$ cat src/rtl/mem_arb_pkg.sv
// mem_arb_pkg: shared types and defaults for the memory arbiter.
//   arb_state_e : arbiter FSM states (IDLE, BUSY, RESP)
//   owner_e     : which requester owns the current transaction
//   DEF_*       : default parameter values
//   cnt_width() : bits needed to hold a counter value 0..max_val
package mem_arb_pkg;

  typedef enum logic [1:0] {
    IDLE = 2'd0,
    BUSY = 2'd1,
    RESP = 2'd2
  } arb_state_e;

  typedef enum logic {
    OWN_F = 1'b0,
    OWN_D = 1'b1
  } owner_e;

  localparam int DEF_ADDRESS_SIZE = 32;
  localparam int DEF_STARVE_LIMIT = 4;
  localparam int DEF_TIMEOUT      = 16;

  function automatic int cnt_width(input int max_val);
    return (max_val < 2) ? 1 : $clog2(max_val + 1);
  endfunction

endpackage

$ cat src/rtl/mem_arbiter_if.sv
// mem_arbiter_if: bundles the fetch requester (f_*), the load/store
// requester (d_*), the shared response (rdata/err) and the memory-side
// handshake (mem_*).
//   modport slave  : the arbiter's view (requests and mem_ack/mem_rdata in)
//   modport master : the environment's view (requesters plus memory)
interface mem_arbiter_if #(
  parameter int ADDRESS_SIZE = 32
);
  logic                    f_req;
  logic [ADDRESS_SIZE-1:0] f_addr;
  logic                    f_gnt;
  logic                    f_done;

  logic                    d_req;
  logic [ADDRESS_SIZE-1:0] d_addr;
  logic                    d_we;
  logic [ADDRESS_SIZE-1:0] d_wdata;
  logic                    d_gnt;
  logic                    d_done;

  logic [ADDRESS_SIZE-1:0] rdata;
  logic                    err;

  logic                    mem_req;
  logic [ADDRESS_SIZE-1:0] mem_addr;
  logic                    mem_we;
  logic [ADDRESS_SIZE-1:0] mem_wdata;
  logic                    mem_ack;
  logic [ADDRESS_SIZE-1:0] mem_rdata;

  modport slave (
    input  f_req, f_addr, d_req, d_addr, d_we, d_wdata, mem_ack, mem_rdata,
    output f_gnt, f_done, d_gnt, d_done, rdata, err,
           mem_req, mem_addr, mem_we, mem_wdata
  );

  modport master (
    output f_req, f_addr, d_req, d_addr, d_we, d_wdata, mem_ack, mem_rdata,
    input  f_gnt, f_done, d_gnt, d_done, rdata, err,
           mem_req, mem_addr, mem_we, mem_wdata
  );

endinterface

$ cat src/rtl/mem_arb_timer.sv
// mem_arb_timer: saturating up-counter with terminal flag.
//   clk, rst : clock, synchronous active-high reset
//   clr      : force count to 0 (highest priority)
//   load     : load load_val (next priority)
//   en       : count up by one; holds once TERMINAL is reached
//   term     : count equals TERMINAL
module mem_arb_timer #(
  parameter int WIDTH    = 5,
  parameter int TERMINAL = 16
) (
  input  logic             clk,
  input  logic             rst,
  input  logic             clr,
  input  logic             en,
  input  logic             load,
  input  logic [WIDTH-1:0] load_val,
  output logic             term
);

  localparam logic [WIDTH-1:0] TERM_V = WIDTH'(TERMINAL);

  logic [WIDTH-1:0] count_q, count_d;

  assign term = (count_q == TERM_V);

  always_comb begin
    count_d = count_q;
    if (clr) begin
      count_d = '0;
    end else if (load) begin
      count_d = load_val;
    end else if (en && !term) begin
      count_d = count_q + WIDTH'(1);
    end
  end

  always_ff @(posedge clk) begin
    if (rst) begin
      count_q <= '0;
    end else begin
      count_q <= count_d;
    end
  end

endmodule

$ cat src/rtl/mem_arbiter.sv
// mem_arbiter: shares one memory port between instruction fetch (F) and
// load/store (D). One transaction at a time: IDLE picks a winner, BUSY
// holds mem_req until mem_ack or watchdog abort, RESP pulses done.
// D has priority unless F has waited through STARVE_LIMIT D grants.
//   clk, reset : clock, synchronous active-high reset
//   bus        : mem_arbiter_if.slave (requesters, response, memory port)
module mem_arbiter
  import mem_arb_pkg::*;
#(
  parameter int ADDRESS_SIZE = DEF_ADDRESS_SIZE,
  parameter int STARVE_LIMIT = DEF_STARVE_LIMIT,
  parameter int TIMEOUT      = DEF_TIMEOUT
) (
  input  logic          clk,
  input  logic          reset,
  mem_arbiter_if.slave  bus
);

  localparam int WD_W = cnt_width(TIMEOUT);
  localparam int SK_W = cnt_width(STARVE_LIMIT);

  arb_state_e              state_q, state_d;
  owner_e                  owner_q, owner_d;
  logic                    f_gnt_q, f_gnt_d;
  logic                    d_gnt_q, d_gnt_d;
  logic                    f_done_q, f_done_d;
  logic                    d_done_q, d_done_d;
  logic [ADDRESS_SIZE-1:0] rdata_q, rdata_d;
  logic                    err_q, err_d;
  logic                    mem_req_q, mem_req_d;
  logic [ADDRESS_SIZE-1:0] mem_addr_q, mem_addr_d;
  logic                    mem_we_q, mem_we_d;
  logic [ADDRESS_SIZE-1:0] mem_wdata_q, mem_wdata_d;

  logic wd_load, wd_clr, wd_en, wd_term;
  logic streak_inc, streak_clr, streak_full;

  assign wd_en = (state_q == BUSY);

  // The watchdog is loaded with 1 at grant so that its value equals the
  // number of cycles mem_req has been high; term means TIMEOUT cycles elapsed.
  mem_arb_timer #(
    .WIDTH    (WD_W),
    .TERMINAL (TIMEOUT)
  ) u_watchdog (
    .clk      (clk),
    .rst      (reset),
    .clr      (wd_clr),
    .en       (wd_en),
    .load     (wd_load),
    .load_val (WD_W'(1)),
    .term     (wd_term)
  );

  // Streak of D grants taken while F was waiting; saturates at STARVE_LIMIT.
  mem_arb_timer #(
    .WIDTH    (SK_W),
    .TERMINAL (STARVE_LIMIT)
  ) u_streak (
    .clk      (clk),
    .rst      (reset),
    .clr      (streak_clr),
    .en       (streak_inc),
    .load     (1'b0),
    .load_val ('0),
    .term     (streak_full)
  );

  always_comb begin
    state_d     = state_q;
    owner_d     = owner_q;
    f_gnt_d     = 1'b0;
    d_gnt_d     = 1'b0;
    f_done_d    = 1'b0;
    d_done_d    = 1'b0;
    rdata_d     = rdata_q;
    err_d       = err_q;
    mem_req_d   = mem_req_q;
    mem_addr_d  = mem_addr_q;
    mem_we_d    = mem_we_q;
    mem_wdata_d = mem_wdata_q;
    wd_load     = 1'b0;
    wd_clr      = 1'b0;
    streak_inc  = 1'b0;
    streak_clr  = 1'b0;

    unique case (state_q)
      IDLE: begin
        if (bus.d_req && !(bus.f_req && streak_full)) begin
          owner_d     = OWN_D;
          mem_addr_d  = bus.d_addr;
          mem_we_d    = bus.d_we;
          mem_wdata_d = bus.d_wdata;
          d_gnt_d     = 1'b1;
          mem_req_d   = 1'b1;
          wd_load     = 1'b1;
          state_d     = BUSY;
          // Only grants that make F wait count toward the streak.
          streak_inc  = bus.f_req;
          streak_clr  = !bus.f_req;
        end else if (bus.f_req) begin
          owner_d     = OWN_F;
          mem_addr_d  = bus.f_addr;
          mem_we_d    = 1'b0;
          mem_wdata_d = '0;
          f_gnt_d     = 1'b1;
          mem_req_d   = 1'b1;
          wd_load     = 1'b1;
          state_d     = BUSY;
          streak_clr  = 1'b1;
        end
      end

      BUSY: begin
        // A real ack in the last allowed cycle wins over the abort.
        if (bus.mem_ack) begin
          rdata_d   = bus.mem_rdata;
          err_d     = 1'b0;
          mem_req_d = 1'b0;
          wd_clr    = 1'b1;
          f_done_d  = (owner_q == OWN_F);
          d_done_d  = (owner_q == OWN_D);
          state_d   = RESP;
        end else if (wd_term) begin
          rdata_d   = '0;
          err_d     = 1'b1;
          mem_req_d = 1'b0;
          wd_clr    = 1'b1;
          f_done_d  = (owner_q == OWN_F);
          d_done_d  = (owner_q == OWN_D);
          state_d   = RESP;
        end
      end

      RESP: begin
        state_d = IDLE;
      end

      default: begin
        state_d = IDLE;
      end
    endcase
  end

  always_ff @(posedge clk) begin
    if (reset) begin
      state_q     <= IDLE;
      owner_q     <= OWN_F;
      f_gnt_q     <= 1'b0;
      d_gnt_q     <= 1'b0;
      f_done_q    <= 1'b0;
      d_done_q    <= 1'b0;
      rdata_q     <= '0;
      err_q       <= 1'b0;
      mem_req_q   <= 1'b0;
      mem_addr_q  <= '0;
      mem_we_q    <= 1'b0;
      mem_wdata_q <= '0;
    end else begin
      state_q     <= state_d;
      owner_q     <= owner_d;
      f_gnt_q     <= f_gnt_d;
      d_gnt_q     <= d_gnt_d;
      f_done_q    <= f_done_d;
      d_done_q    <= d_done_d;
      rdata_q     <= rdata_d;
      err_q       <= err_d;
      mem_req_q   <= mem_req_d;
      mem_addr_q  <= mem_addr_d;
      mem_we_q    <= mem_we_d;
      mem_wdata_q <= mem_wdata_d;
    end
  end

  assign bus.f_gnt     = f_gnt_q;
  assign bus.d_gnt     = d_gnt_q;
  assign bus.f_done    = f_done_q;
  assign bus.d_done    = d_done_q;
  assign bus.rdata     = rdata_q;
  assign bus.err       = err_q;
  assign bus.mem_req   = mem_req_q;
  assign bus.mem_addr  = mem_addr_q;
  assign bus.mem_we    = mem_we_q;
  assign bus.mem_wdata = mem_wdata_q;

endmodule
$ cat src/flat_wrapper.sv
// flat-port wrapper written by rule: the top's interface ports become plain ports
module mem_arbiter_flat import mem_arb_pkg::*;
#(
  parameter int ADDRESS_SIZE = DEF_ADDRESS_SIZE,
  parameter int STARVE_LIMIT = DEF_STARVE_LIMIT,
  parameter int TIMEOUT      = DEF_TIMEOUT
)
  (clk, reset, bus_f_req, bus_f_addr, bus_d_req, bus_d_addr, bus_d_we, bus_d_wdata, bus_mem_ack, bus_mem_rdata, bus_f_gnt, bus_f_done, bus_d_gnt, bus_d_done, bus_rdata, bus_err, bus_mem_req, bus_mem_addr, bus_mem_we, bus_mem_wdata);
  mem_arbiter_if #(.ADDRESS_SIZE(ADDRESS_SIZE)) bus_i ();
  input  logic clk;
  input  logic reset;
  input wire logic [$bits(bus_i.f_req)-1:0] bus_f_req;
  input wire logic [$bits(bus_i.f_addr)-1:0] bus_f_addr;
  input wire logic [$bits(bus_i.d_req)-1:0] bus_d_req;
  input wire logic [$bits(bus_i.d_addr)-1:0] bus_d_addr;
  input wire logic [$bits(bus_i.d_we)-1:0] bus_d_we;
  input wire logic [$bits(bus_i.d_wdata)-1:0] bus_d_wdata;
  input wire logic [$bits(bus_i.mem_ack)-1:0] bus_mem_ack;
  input wire logic [$bits(bus_i.mem_rdata)-1:0] bus_mem_rdata;
  output wire logic [$bits(bus_i.f_gnt)-1:0] bus_f_gnt;
  output wire logic [$bits(bus_i.f_done)-1:0] bus_f_done;
  output wire logic [$bits(bus_i.d_gnt)-1:0] bus_d_gnt;
  output wire logic [$bits(bus_i.d_done)-1:0] bus_d_done;
  output wire logic [$bits(bus_i.rdata)-1:0] bus_rdata;
  output wire logic [$bits(bus_i.err)-1:0] bus_err;
  output wire logic [$bits(bus_i.mem_req)-1:0] bus_mem_req;
  output wire logic [$bits(bus_i.mem_addr)-1:0] bus_mem_addr;
  output wire logic [$bits(bus_i.mem_we)-1:0] bus_mem_we;
  output wire logic [$bits(bus_i.mem_wdata)-1:0] bus_mem_wdata;
  assign bus_i.f_req = bus_f_req;
  assign bus_i.f_addr = bus_f_addr;
  assign bus_i.d_req = bus_d_req;
  assign bus_i.d_addr = bus_d_addr;
  assign bus_i.d_we = bus_d_we;
  assign bus_i.d_wdata = bus_d_wdata;
  assign bus_i.mem_ack = bus_mem_ack;
  assign bus_i.mem_rdata = bus_mem_rdata;
  assign bus_f_gnt = bus_i.f_gnt;
  assign bus_f_done = bus_i.f_done;
  assign bus_d_gnt = bus_i.d_gnt;
  assign bus_d_done = bus_i.d_done;
  assign bus_rdata = bus_i.rdata;
  assign bus_err = bus_i.err;
  assign bus_mem_req = bus_i.mem_req;
  assign bus_mem_addr = bus_i.mem_addr;
  assign bus_mem_we = bus_i.mem_we;
  assign bus_mem_wdata = bus_i.mem_wdata;
  mem_arbiter #(.ADDRESS_SIZE(ADDRESS_SIZE), .STARVE_LIMIT(STARVE_LIMIT), .TIMEOUT(TIMEOUT)) u_core (.clk(clk), .reset(reset), .bus(bus_i));
endmodule
$ cat config.mk
export PLATFORM = sky130hd
export DESIGN_NAME = mem_arbiter_flat
export DESIGN_NICKNAME = d
export VERILOG_FILES = /design/src/rtl/mem_arb_pkg.sv /design/src/rtl/mem_arbiter_if.sv /design/src/rtl/mem_arb_timer.sv /design/src/rtl/mem_arbiter.sv /design/src/flat_wrapper.sv
export SDC_FILE = /design/constraint.sdc
export NUM_CORES = 1
export LEC_CHECK = 0
export ABC_AREA = 1
export BUFFER_PORTS_ARGS = -buffer_cell sky130_fd_sc_hd__buf_2
export CORE_MARGIN = 5
export CORE_UTILIZATION = 50
export DETAILED_ROUTE_END_ITERATION = 8
export PLACE_DENSITY = 0.95
export SLEW_MARGIN = 20
export SYNTH_ARGS = -nofsm -noshare
export SYNTH_HDL_FRONTEND = slang
export SYNTH_SLANG_ARGS = --single-unit
export TNS_END_PERCENT = 50
$ cat constraint.sdc
create_clock -name clk -period 5 [get_ports clk]
set_input_delay 0.75 -clock clk [delete_from_list [all_inputs] [get_ports clk]]
set_output_delay 0.75 -clock clk [all_outputs]
set_load 0.02 [all_outputs]
==> flow_summary_export.csv, run 1 <==
group,metric,value,unit
timing,hold_viol_final,0,
critical_path,cpMostUsedCell,"inv_1",
logic_synthesis,ys_ff_latch,114,
place,hpwl,9.10,mm
floorplan,dieArea,0.0118,mm^2
floorplan,die_h,108,um
critical_path,reg2reg_depth,11,
flow_run,cap_violations,0,
pwr,p_clk_frac,0.446,
critical_path,arrival,3.72,ns
critical_path,cp_slowest_cell,"inv_2",
place,place_inst,1009,
timing,grt_setup_unrepaired,"no",
timing,drv_slew,0,
logic_synthesis,synth_top_area_share,0.471,
critical_path,crit_family,"simple AND/OR/NAND/NOR gates",
routing,drc,0,
critical_path,path_cells,"inv_1, ha_1, nand3_2, nand2_2, ha_1, inv_1, nand2_2, inv_2, nand3_1, nand2_1, inv_1",
clocking,cts_tree,"yes",
critical_path,path_class,"flop to flop",
critical_path,start_kind,"flop",
pwr,p_switching,0.000695,W
routing,avgRoutedWirePerCell,12.0,um
global_routing,grt-ovfl-total,0,
clocking,clkLatencyLatePin,0.49,ns
pwr,power_density,385,mW/mm^2
logic_synthesis,syn-num-nets,814,
logic_synthesis,synth_warnings,0,
logic_synthesis,synth_area_leaders,"dfxtp_1, nand2_1, nand3_1",
pwr,p_int,0.00183,W
timing,whs,0.439,ns
status,status,"completed",
critical_path,crit_start,"u_core.u_streak.count_q[0]$_SDFFE_PP0P_",
pwr,peakVddDrop,0.208,mV
critical_path,cp-endpoint,"u_core.bus.mem_addr[8]$_SDFFE_PP0P_",
layout,final_cell_mix,"nand2_1, buf_2, dfxtp_1, nor2_1, nand3_1",
critical_path,cp.depth,11,
pwr,switching_share,0.275,
global_routing,gr-usage-met2,0.360,
layout,area.growth.synth_to_final,35.4,%
floorplan,die_w,108,um
layout,fill_cells,838,
critical_path,worst-path-buf-inv,4,
layout,postLayoutCoreUtil,0.684,
pwr,leakage,3.59,nW
logic_synthesis,synth-seq-area-share,0.471,
clocking,post_cts_resized,0,
floorplan,core_area,0.00959,mm^2
logic_synthesis,avgSynthCellArea,7.19,um^2
clocking,clockRootBuffer,"clkbuf_8",
critical_path,reg2reg_to,"u_core.bus.mem_addr[8]$_SDFFE_PP0P_",
critical_path,end_kind,"flop",
critical_path,rrSetupSlack,1.67,ns
global_routing,grt_usage,0.206,
routing,wirelength,12.5,mm
routing,viasPerCell,4.63,
critical_path,cp_data_required_time,5.39,ns
global_routing,busiest_layer,"met2",
timing,fin_tns_setup,0,ns
timing,period_minus_slack,3.33,ns
pwr,pwr-share-comb,0.158,
floorplan,start_util,0.505,
layout,num-nets-final,1035,
global_routing,use_met1,0.232,
critical_path,crit_fanout,64,
logic_synthesis,synth_largest_area_cell,"dfxtp_1",
layout,final_common_cell,"nand2_1",
pwr,pwr-share-seq,0.396,
clocking,clock_path_buffers,2,
global_routing,met3_usage,0.0752,
worst_hold_path,min_path_type,"flop to flop",
timing,slew_headroom,0.353,
timing,fin_ws,1.67,ns
timing,finalSetupViolations,0,
routing,dr.pass1.iters,5,
place,io_buffers,236,
floorplan,rows,36,
global_routing,grt_pass1_vias,4438,
routing,first_iter_violations,246,
clocking,post_cts_buffers,0,
global_routing,grt_max_degree,70,
timing,finalCritPeriodShare,0.667,
place,dp_slack,1.40,ns
global_routing,grt_pass1_wl,19.7,mm
logic_synthesis,synth_cell_types,25,
global_routing,antenna_found_initial,1,
critical_path,max_stage_delay,0.93,ns
layout,antennaDiodeCount,0,
routing,dr_total_vias,4821,
critical_path,regToRegStartpoint,"u_core.u_streak.count_q[0]$_SDFFE_PP0P_",
worst_hold_path,worstHoldStart,"u_core.bus.rdata[23]$_SDFFE_PP0P_",
timing,clock_skew,0.0126,ns
timing,fmax,300,MHz
logic_synthesis,synthCells,674,
layout,stdcell_count,1041,
timing,tightest_slew,0.969,ns
routing,ant_nets,0,
floorplan,ios,237,
logic_synthesis,post_synth_instance_area,0.00485,mm^2
place,place_congestion,0.843,
layout,layout-drive-gt1-share,0.351,
clocking,clk_pin_slew,0.06,ns
clocking,cts.sink_count,114,
clocking,hold_buffers,0,
clocking,htreeDepth,4,
clocking,cts_buffers,17,
==> layer usage <==
metal	part of all wire	vias to the layer above
met1	0.39	2115
met4	0.015	2
li1	-	2516
met2	0.50	170
met5	0.00056	-
met3	0.092	18
==> power by group through the flow <==
stage | registers (W) | logic [W] | clock network [W]
floorplan | 0.00109 | 0.000197 | 0
global placement | 0.00102 | 0.000395 | 0
detailed placement | 0.00102 | 0.000402 | 0
CTS | 0.00100 | 0.000404 | 0.00115
global route | 0.00101 | 0.000449 | 0.00120
finish | 0.00100 | 0.000399 | 0.00113
==> final cells by class <==
cell class | count | area [um^2] | share of cell area
clock inverters | 13 | 135 | 0.0206
flip-flops and latches | 114 | 2280 | 0.348
repair buffers | 239 | 1200 | 0.183
clock buffers | 19 | 432 | 0.0658
inverters | 55 | 206 | 0.0314
well taps | 133 | 166 | 0.0253
multi-input cells | 468 | 2140 | 0.326
==> cell families (layout without fill, tap and decap cells) <==
family | count (synthesis) | count (layout) | synth area share
buf+inv | 92 | 326 | 0.0888
compound gates | 40 | 40 | 0.0565
simple gates | 421 | 421 | 0.367
xor+xnor | 1 | 1 | 0.00181
fa+ha+maj | 6 | 6 | 0.0155
flops | 114 | 114 | 0.471
==> state kept, by name, summed over array words and instances (netlist names) <==
register / cells
u_core.bus.d_done: 1
u_core.bus.f_done: 1
u_core.bus.mem_we: 1
u_core.owner_q: 1
u_core.bus.mem_req: 1
u_core.bus.err: 1
u_core.bus.mem_addr: 32
u_core.bus.rdata: 32
u_core.state_q: 2
u_core.bus.f_gnt: 1
u_core.bus.mem_wdata: 32
u_core.u_streak.count_q: 3
u_core.u_watchdog.count_q: 5
u_core.bus.d_gnt: 1
==> synthesized netlist by cell type <==
| master | count |
|---|---|
| nand2_1 | 238 |
| dfxtp_1 | 114 |
| nor2_2 | 1 |
| nand3_2 | 1 |
| ha_1 | 6 |
| clkbuf_1 | 10 |
| nor2_4 | 3 |
| buf_2 | 17 |
| nand3_1 | 72 |
| inv_1 | 53 |
| buf_6 | 5 |
| buf_4 | 1 |
| xor2_1 | 1 |
| nand2_2 | 22 |
| nor2_1 | 81 |
| buf_8 | 2 |
| o21bai_1 | 1 |
| nand4_1 | 1 |
| nor2_8 | 1 |
| buf_1 | 2 |
| inv_2 | 2 |
| o21ai_0 | 1 |
| nor3_1 | 1 |
| a21oi_2 | 19 |
| a21oi_1 | 19 |
==> tightest hold or removal path, cell delays in order, from the launching register on <==
cell	delay, ns
dfxtp_1	0.32
nand2_1	0.05
nand2_1	0.04
==> metrics by stage <==
step           power [W]  cell area (um^2)
2_1_floorplan    0.00129              4850
3_3_place_gp     0.00141              5990
3_5_place_dp     0.00142              5990
4_1_cts          0.00256              6560
5_1_grt          0.00266              6570
6_report         0.00253              6570
==> worst min path at each step <==
stage	to	slack [ns]	cells past startpoint
after global routing	u_core.bus.rdata[26]$_SDFFE_PP0P_	0.43	3
after floorplan	u_core.bus.f_done$_SDFF_PP0_	0.41	1
final	u_core.bus.rdata[23]$_SDFFE_PP0P_	0.44	2
after CTS	u_core.bus.rdata[10]$_SDFFE_PP0P_	0.43	3
after detailed placement	u_core.bus.rdata[18]$_SDFFE_PP0P_	0.43	2
after global placement	u_core.bus.rdata[24]$_SDFFE_PP0P_	0.42	2
Note: power is estimated with default switching activity, not from simulation.
==> run 2: changes to the inputs <==
--- a/config.mk
+++ b/config.mk
@@ -8,9 +8,9 @@
 export ABC_AREA = 1
 export BUFFER_PORTS_ARGS = -buffer_cell sky130_fd_sc_hd__buf_2
 export CORE_MARGIN = 5
-export CORE_UTILIZATION = 50
+export CORE_UTILIZATION = 46
 export DETAILED_ROUTE_END_ITERATION = 8
-export PLACE_DENSITY = 0.95
+export PLACE_DENSITY = 0.92
 export SLEW_MARGIN = 20
 export SYNTH_ARGS = -nofsm -noshare
 export SYNTH_HDL_FRONTEND = slang
==> constraint.sdc (replaced) <==
create_clock -name clk -period 3.3 [get_ports clk]
set_input_delay 0.495 -clock clk [delete_from_list [all_inputs] [get_ports clk]]
set_output_delay 0.495 -clock clk [all_outputs]
set_load 0.02 [all_outputs]
==> run 2 against run 1 <==
Effect of this change:
- power up 58%
- final cell count rose by 0.58%
- combinational power grew 53%
- maximum frequency is 47% higher
- flip-flop and latch count stayed put
- hold slack got worse by 0.25 ns
- sequential power rose by 52%
==> flow_summary_export.csv, run 2 (synthesized netlist as in run 1, its figures left out) <==
group,metric,value,unit
layout,postLayoutCoreUtil,0.644,
timing,period_minus_slack,2.26,ns
layout,antennaDiodeCount,0,
layout,layout-drive-gt1-share,0.353,
place,place_area,0.00603,mm^2
clocking,cts.sink_count,114,
flow_run,cap_violations,0,
timing,hold_viol_final,0,
layout,final_common_cell,"nand2_1",
pwr,peakVddDrop,0.290,mV
timing,finalCritPeriodShare,0.686,
floorplan,die_h,113,um
clocking,htreeDepth,4,
clocking,cts_buffers,17,
timing,grt_setup_unrepaired,"no",
global_routing,grt-ovfl-total,0,
routing,dr_total_vias,4895,
pwr,power_density,601,mW/mm^2
global_routing,grt_pass1_vias,4654,
floorplan,die_w,113,um
place,place_congestion,0.781,
clocking,clkLatencyLatePin,0.50,ns
timing,fmax,442,MHz
routing,viasPerCell,4.68,
routing,dr.pass1.iters,4,
timing,fin_ws,1.04,ns
timing,finalSetupViolations,0,
timing,clock_skew,0.00929,ns
floorplan,core_area,0.0103,mm^2
layout,fill_cells,886,
critical_path,path_class,"flop to flop",
timing,fin_tns_setup,0,ns
routing,avgRoutedWirePerCell,12.3,um
clocking,clockRootBuffer,"clkbuf_8",
clocking,hold_buffers,0,
layout,stdcell_count,1047,
place,hpwl,9.53,mm
place,io_buffers,236,
status,status,"completed",
global_routing,grt_usage,0.199,
clocking,post_cts_buffers,0,
timing,slew_headroom,0.507,
clocking,cts_tree,"yes",
layout,final_cell_mix,"nand2_1, buf_2, dfxtp_1, nor2_1, nand3_1",
pwr,leakage,3.63,nW
routing,wirelength,12.9,mm
floorplan,start_util,0.470,
critical_path,arrival,2.69,ns
critical_path,end_kind,"flop",
place,place_inst,1016,
critical_path,cp_data_required_time,3.72,ns
clocking,clock_path_buffers,2,
layout,area.growth.synth_to_final,37.2,%
global_routing,grt_max_degree,45,
critical_path,crit_fanout,37,
global_routing,grt_pass1_wl,20.8,mm
timing,drv_slew,0,
floorplan,rows,37,
floorplan,dieArea,0.0127,mm^2
layout,num-nets-final,1039,
critical_path,start_kind,"flop",
floorplan,ios,237,
routing,drc,0,
global_routing,antenna_found_initial,1,
worst_hold_path,min_path_type,"input port to flop",
clocking,post_cts_resized,0,
routing,ant_nets,0,
place,dp_slack,1.05,ns
routing,first_iter_violations,399,
clocking,clk_pin_slew,0.05,ns
layout,design_area,0.00665,mm^2
timing,tightest_slew,0.738,ns
==> run 2: changes by cell type in the layout (fill, tap and decap cells not counted) <==
cell / change
clkbuf_8: +5
buf_4: +4
clkinv_2: -4
clkinvlp_4: -2
bufinv_16: +1
inv_6: -1
nor2_2: +1
nor2_4: -1
==> run 2: where the power goes <==
group | switching, W | total, W | leakage, nW | internal (W)
logic | 0.000392 | 0.000612 | 2.40 | 0.000220
clock network | 0.000601 | 0.00187 | 0.296 | 0.00127
registers | 0.0000472 | 0.00152 | 0.934 | 0.00147
total | 0.00104 | 0.00400 | 3.63 | 0.00296
==> run 2: layout make-up <==
class	instances	area, um^2	area share
Clock buffer	24	500	0.0753
Clock inverter	7	121	0.0183
Inverter	55	206	0.0311
Timing Repair Buffer	243	1230	0.186
Tap cell	136	170	0.0256
Sequential cell	114	2280	0.343
Multi-Input combinational cell	468	2130	0.321
==> run 2: metal layers <==
| layer | global-route usage | wire, um |
|---|---|---|
| met2 | 0.337 | 6410 |
| met1 | 0.225 | 5120 |
| met5 | 0 | 7 |
| met3 | 0.0776 | 1150 |
| met4 | 0.0729 | 205 |
==> run 2: final timing paths <==
check / startpoint / end / slack [ns] / depth (start not counted)
max reg2reg: u_core.u_streak.count_q[0]$_SDFFE_PP0P_ / u_core.bus.mem_wdata[31]$_SDFFE_PP0P_ / 1.04 / 11
max: u_core.u_streak.count_q[0]$_SDFFE_PP0P_ / u_core.bus.mem_wdata[31]$_SDFFE_PP0P_ / 1.04 / 11
min: bus_mem_rdata[30] / u_core.bus.rdata[30]$_SDFFE_PP0P_ / 0.18 / 3
min reg2reg: u_core.owner_q$_SDFFE_PP0P_ / u_core.bus.f_done$_SDFF_PP0_ / 0.44 / 1
==> run 2: critical path: stages (launching register included) <==
cell,delay [ns]
dfxtp_1,0.35
inv_1,0.07
ha_1,0.21
nand3_2,0.09
nand2_2,0.06
ha_1,0.18
inv_1,0.06
nand2_2,0.07
buf_4,0.27
nor2_8,0.52
nand2_1,0.12
a21oi_1,0.17
==> run 2: per-stage QoR <==
step	power (W)	hold slack, ns
after floorplan	0.00195	0.414
after global placement	0.00215	0.423
after detailed placement	0.00216	0.427
after CTS	0.00404	0.157
after global routing	0.00419	0.157
final	0.00400	0.185
